[src/rtl/cmp_pkg.sv]
// Shared types and constants for the digit-serial word comparator.
// Holds the word FSM states, reset values of the running result, and counter sizing.
package cmp_pkg;

  typedef enum logic {
    IDLE = 1'b0,
    RUN  = 1'b1
  } state_t;

  localparam logic LGN_RST = 1'b0;
  localparam logic EQ_RST  = 1'b1;

  // A single-digit word still needs a 1-bit counter so the port widths stay legal.
  function automatic int cnt_w(input int n);
    return (n > 1) ? $clog2(n) : 1;
  endfunction

endpackage

[src/rtl/digit_cmp.sv]
// Combinational one-digit magnitude compare with a greater/equal cascade input.
// inv_msb flips both operands' top bit so a two's-complement digit orders as unsigned.
module digit_cmp #(
  parameter int DIGIT_W = 1
) (
  input  logic [DIGIT_W-1:0] a,
  input  logic [DIGIT_W-1:0] b,
  input  logic               lgn_in,
  input  logic               e_in,
  input  logic               inv_msb,
  output logic               lgn,
  output logic               e
);

  logic [DIGIT_W-1:0] a_m;
  logic [DIGIT_W-1:0] b_m;

  always_comb begin
    a_m = a;
    b_m = b;
    a_m[DIGIT_W-1] = a[DIGIT_W-1] ^ inv_msb;
    b_m[DIGIT_W-1] = b[DIGIT_W-1] ^ inv_msb;
  end

  // A decided prefix (e_in=0) passes through; otherwise this digit decides.
  assign lgn = lgn_in | (e_in & (a_m > b_m));
  assign e   = e_in & (a_m == b_m);

endmodule

[src/rtl/serial_word_comparator.sv]
// Digit-serial A-vs-B magnitude comparator, MSB digit first, with word framing,
// a one-cycle result strobe, signed/unsigned mode, synchronous abort and gap tolerance.
module serial_word_comparator
  import cmp_pkg::*;
#(
  parameter int DIGIT_W    = 1,
  parameter int NUM_DIGITS = 4
) (
  input  logic               clk,
  input  logic               reset,
  input  logic               clear,
  input  logic               in_valid,
  input  logic [DIGIT_W-1:0] a,
  input  logic [DIGIT_W-1:0] b,
  input  logic               signed_mode,
  output logic               lgn_out,
  output logic               e_out,
  output logic               res_valid,
  output logic               busy
);

  localparam int              CNT_W    = cnt_w(NUM_DIGITS);
  localparam logic [CNT_W-1:0] LAST_CNT = CNT_W'(NUM_DIGITS - 1);

  state_t             state_reg, state_next;
  logic [CNT_W-1:0]   cnt_reg, cnt_next;
  logic               lgn_reg, lgn_next;
  logic               eq_reg, eq_next;
  logic               rv_reg, rv_next;
  logic               mode_reg, mode_next;

  logic first_digit;
  logic mode_eff;
  logic lgn_in;
  logic e_in;
  logic cmp_lgn;
  logic cmp_e;

  // On the first digit the mode comes straight from the port; later digits use the latched word mode.
  assign first_digit = (state_reg == IDLE);
  assign mode_eff    = first_digit ? signed_mode : mode_reg;
  assign lgn_in      = first_digit ? LGN_RST : lgn_reg;
  assign e_in        = first_digit ? EQ_RST  : eq_reg;

  digit_cmp #(
    .DIGIT_W (DIGIT_W)
  ) u_digit_cmp (
    .a       (a),
    .b       (b),
    .lgn_in  (lgn_in),
    .e_in    (e_in),
    .inv_msb (first_digit & mode_eff),
    .lgn     (cmp_lgn),
    .e       (cmp_e)
  );

  always_ff @(posedge clk or negedge reset) begin
    if (!reset) begin
      state_reg <= IDLE;
      cnt_reg   <= '0;
      lgn_reg   <= LGN_RST;
      eq_reg    <= EQ_RST;
      rv_reg    <= 1'b0;
      mode_reg  <= 1'b0;
    end else begin
      state_reg <= state_next;
      cnt_reg   <= cnt_next;
      lgn_reg   <= lgn_next;
      eq_reg    <= eq_next;
      rv_reg    <= rv_next;
      mode_reg  <= mode_next;
    end
  end

  always_comb begin
    state_next = state_reg;
    cnt_next   = cnt_reg;
    lgn_next   = lgn_reg;
    eq_next    = eq_reg;
    rv_next    = 1'b0;
    mode_next  = mode_reg;
    if (clear) begin
      state_next = IDLE;
      cnt_next   = '0;
      lgn_next   = LGN_RST;
      eq_next    = EQ_RST;
    end else if (in_valid) begin
      lgn_next = cmp_lgn;
      eq_next  = cmp_e;
      if (first_digit) begin
        mode_next = signed_mode;
      end
      if (cnt_reg == LAST_CNT) begin
        state_next = IDLE;
        cnt_next   = '0;
        rv_next    = 1'b1;
      end else begin
        state_next = RUN;
        cnt_next   = cnt_reg + CNT_W'(1);
      end
    end
  end

  assign lgn_out   = lgn_reg;
  assign e_out     = eq_reg;
  assign res_valid = rv_reg;
  assign busy      = (state_reg == RUN);

endmodule

[config.mk]
export PLATFORM = sky130hd
export DESIGN_NAME = serial_word_comparator
export DESIGN_NICKNAME = d
export VERILOG_FILES = /design/src/rtl/cmp_pkg.sv /design/src/rtl/digit_cmp.sv /design/src/rtl/serial_word_comparator.sv
export SDC_FILE = /design/constraint.sdc
export NUM_CORES = 1
export LEC_CHECK = 0
export CAP_MARGIN = 20
export CELL_PAD_IN_SITES_DETAIL_PLACEMENT = 1
export CELL_PAD_IN_SITES_GLOBAL_PLACEMENT = 1
export CORE_AREA = 5 5 42 44
export DETAILED_ROUTE_END_ITERATION = 7
export DIE_AREA = 0 0 47 49
export PLACE_DENSITY_LB_ADDON = 0.15
export SKIP_LAST_GASP = 1
export SYNTH_ARGS = -nofsm -noshare
export SYNTH_HDL_FRONTEND = slang
export SYNTH_HIERARCHICAL = 1
export SYNTH_SLANG_ARGS = --single-unit
[constraint.sdc]
create_clock -name clk -period 1.6 [get_ports clk]
set_input_delay 0.32 -clock clk [delete_from_list [all_inputs] [get_ports clk]]
set_output_delay 0.32 -clock clk [all_outputs]
set_load 0.02 [all_outputs]
==> impl_metrics.ini <==
[power_and_ir_drop]
power_density_nw_per_um2 = 855
irDropWorstVdd_uv = 373
p_leak_nw = 0.245

[synth]
syn_nets = 38
synthFlopType = dfrtp_1
synth_seq_cells = 6
synth.area.top_cells = dfrtp_1 (38%), dfstp_2 (8.0%), ha_1 (7.6%), nand2b_1 (7.6%), mux2i_1 (6.1%)
synthTopCellsByCount = dfrtp_1 (5), nand2b_1 (4)
netlist_instances = 29
yosysWarnings = 6
yosysTopAreaCellShare_pct = 37.9
synth_top_area_cell = dfrtp_1
postSynthAreaPerCell_um2 = 11.4
syn_area_um2 = 330
synth_seq_area_share_pct = 45.8
yosysMostFrequentCell = dfrtp_1
synthArstFlopShare_pct = 100
synth_cell_types = 17
synth_edf_count = 0

[sta]
rsz0062_at_grt = false
drv_slew = 0
worstMarginPinSlew_ps = 271
timing.setup.tns_ps = 0
fin_skew_ps = 2.75
timing.final.hold_violations = 0
maxSlewHeadroom_pct = 81.9
fin_crit_sh_pct = 95.3
max_freq_mhz = 656
setup_viol = 0
post-route-min-period_ps = 1530

[clocking]
clk_latency_ps = 240
post-cts-setup-buffers = 0
clockBufferDepth = 2
clk_pin_slew_ps = 50
numCtsBuffers = 3
cts_tree = done
cts.root.buffer_cell = clkbuf_4
clock_sinks = 6
cts_hold_buffers = 0
htreeDepth = 1

[routing]
ant_nets = 0
via_count = 266
remaining_drc_errors = 0
wirelength_um = 696
drt_iter0_drc = 0
viasPerCell = 4.43
wire_per_inst_um = 11.6
drt-pass1-iter-count = 1

[floorplan]
coreArea_um2 = 1400
die_x_um = 47
dieArea_um2 = 2300
num_rows = 14
io_pins = 11
fp.dieH_um = 49
start_util_pct = 23.6

[setup_path]
crit_chain = clkdlybuf4s50_1
timing.rr.start = busy
end_kind = output port
criticalPathCategory = reg -> out
crit_required_ps = 1280
crit_buf_inv = 1
path_delay_family = buffers and inverters
crit_path_max_incr_delay_ps = 610
regToRegSetupSlack_ps = 190
critPathLaunchType = flip-flop
cp.arrival_ps = 1210
crit_slowest_cell = clkdlybuf4s50_1
rr_endpoint = e_out
worst-r2r-cell-count = 5
path_max_fanout = 3

[global_route]
grt_pass1_wl_mm = 1.15
antenna_found_initial = 0
grt_pass1_vias = 289
overflow = 0
track_usage_pct = 7.08
grt_max_degree = 9

[hold_path]
hold_path_class = in -> async

[finish]
syn2layout_area_growth_pct = 48.5
regArea_um2 = 151
antenna_cells = 0
drive_above_1_share_pct = 20.5
n_fill_cell = 168
final_nets = 54
design_area_um2 = 490
multiInputGateArea_um2 = 178
largest_register_ffs = 2

[place]
dp_hpwl_um = 556
gp_congestion = 0.721
dpl-instance-area_um2 = 454
io_buffer_count = 10

[status]
status = completed

[job]
cap_viol_max_count = 0
cell families (layout without fill, tap and decap cells):
group                    Yosys count  in the layout  synth area share [%]
adder cells (fa/ha/maj)            2              2                  7.57
multiplexers                       2              2                  6.06
XOR/XNOR                           2              2                  5.30
AO/OA/AOI/OAI                      4              4                  9.09
buffers and inverters              1             16                  3.41
flip-flops                         6              6                  45.8
AND/OR/NAND/NOR                   12             12                  22.7
cells in the final DEF, fill, tap and decap left out:
cell type,netlist,layout
nor2_1,2,2
a21oi_2,1,1
and2_4,0,1
and2_1,2,1
nor2b_1,2,1
dlymetal6s2s_1,0,1
and3b_1,1,1
a211o_1,1,1
or3b_1,1,1
a21o_1,1,1
dlygate4sd2_1,0,2
dfrtp_1,5,5
a21oi_1,1,1
nor2b_4,0,1
clkbuf_4,0,3
ha_1,2,2
dfstp_2,1,1
clkbuf_1,0,1
nand2b_1,4,4
mux2i_1,2,2
xor2_1,1,1
buf_4,0,2
clkdlybuf4s50_1,0,7
xnor2_1,1,1
power by group:
part,switching (W),internal [W],total (W)
sequential,0.00000737,0.000164,0.000171
combinational,0.0000398,0.0000547,0.0000945
clock,0.0000587,0.0000947,0.000153
per-stage QoR:
step	cells	utilization [%]	total power [W]	worst slack, ps	hold WS (ps)
CTS	60	34.3	0.000423	-34.8	311
global route	60	35.0	0.000446	32.2	328
detailed placement	56	32.4	0.000266	-338	540
finish	60	35.0	0.000419	74.9	313
floorplan	29	-	0.000222	28.3	24.4
global placement	56	32.4	0.000263	-285	512
worst max-delay path by stage:
stage                      from  endpoint  slack (ps)  depth (start not counted)
floorplan                  busy     e_out          30                          5
global placement    signed_mode     e_out        -290                          6
detailed placement  signed_mode     e_out        -340                          6
CTS                 signed_mode     e_out         -30                          6
global route            lgn_out   lgn_out          30                          1
finish                  lgn_out   lgn_out          70                          1
cell type report:
| class | instances | share of cell area, % |
|---|---|---|
| tap | 16 | 4.08 |
| clock buffer | 4 | 5.36 |
| timing repair buffer | 12 | 23.5 |
| sequential | 6 | 30.9 |
| multi-input combinational | 22 | 36.2 |
what timing repair did:
| action | CTS | global route |
|---|---|---|
| pin swaps | 0 | 4 |
| resized for setup | 3 | 3 |
| setup endpoints to repair | 3 | 1 |
metal layers:
| layer | track usage, % | share of wire, % | up-vias |
|---|---|---|---|
| li1 | - | - | 127 |
| met1 | 6.94 | 39 | 131 |
| met2 | 11.5 | 52 | 8 |
| met3 | 2.21 | 9.2 | 0 |
| met4 | 5.53 | 0 | 0 |
| met5 | 0 | 0 | - |
Power figures use the tool's default switching activity.
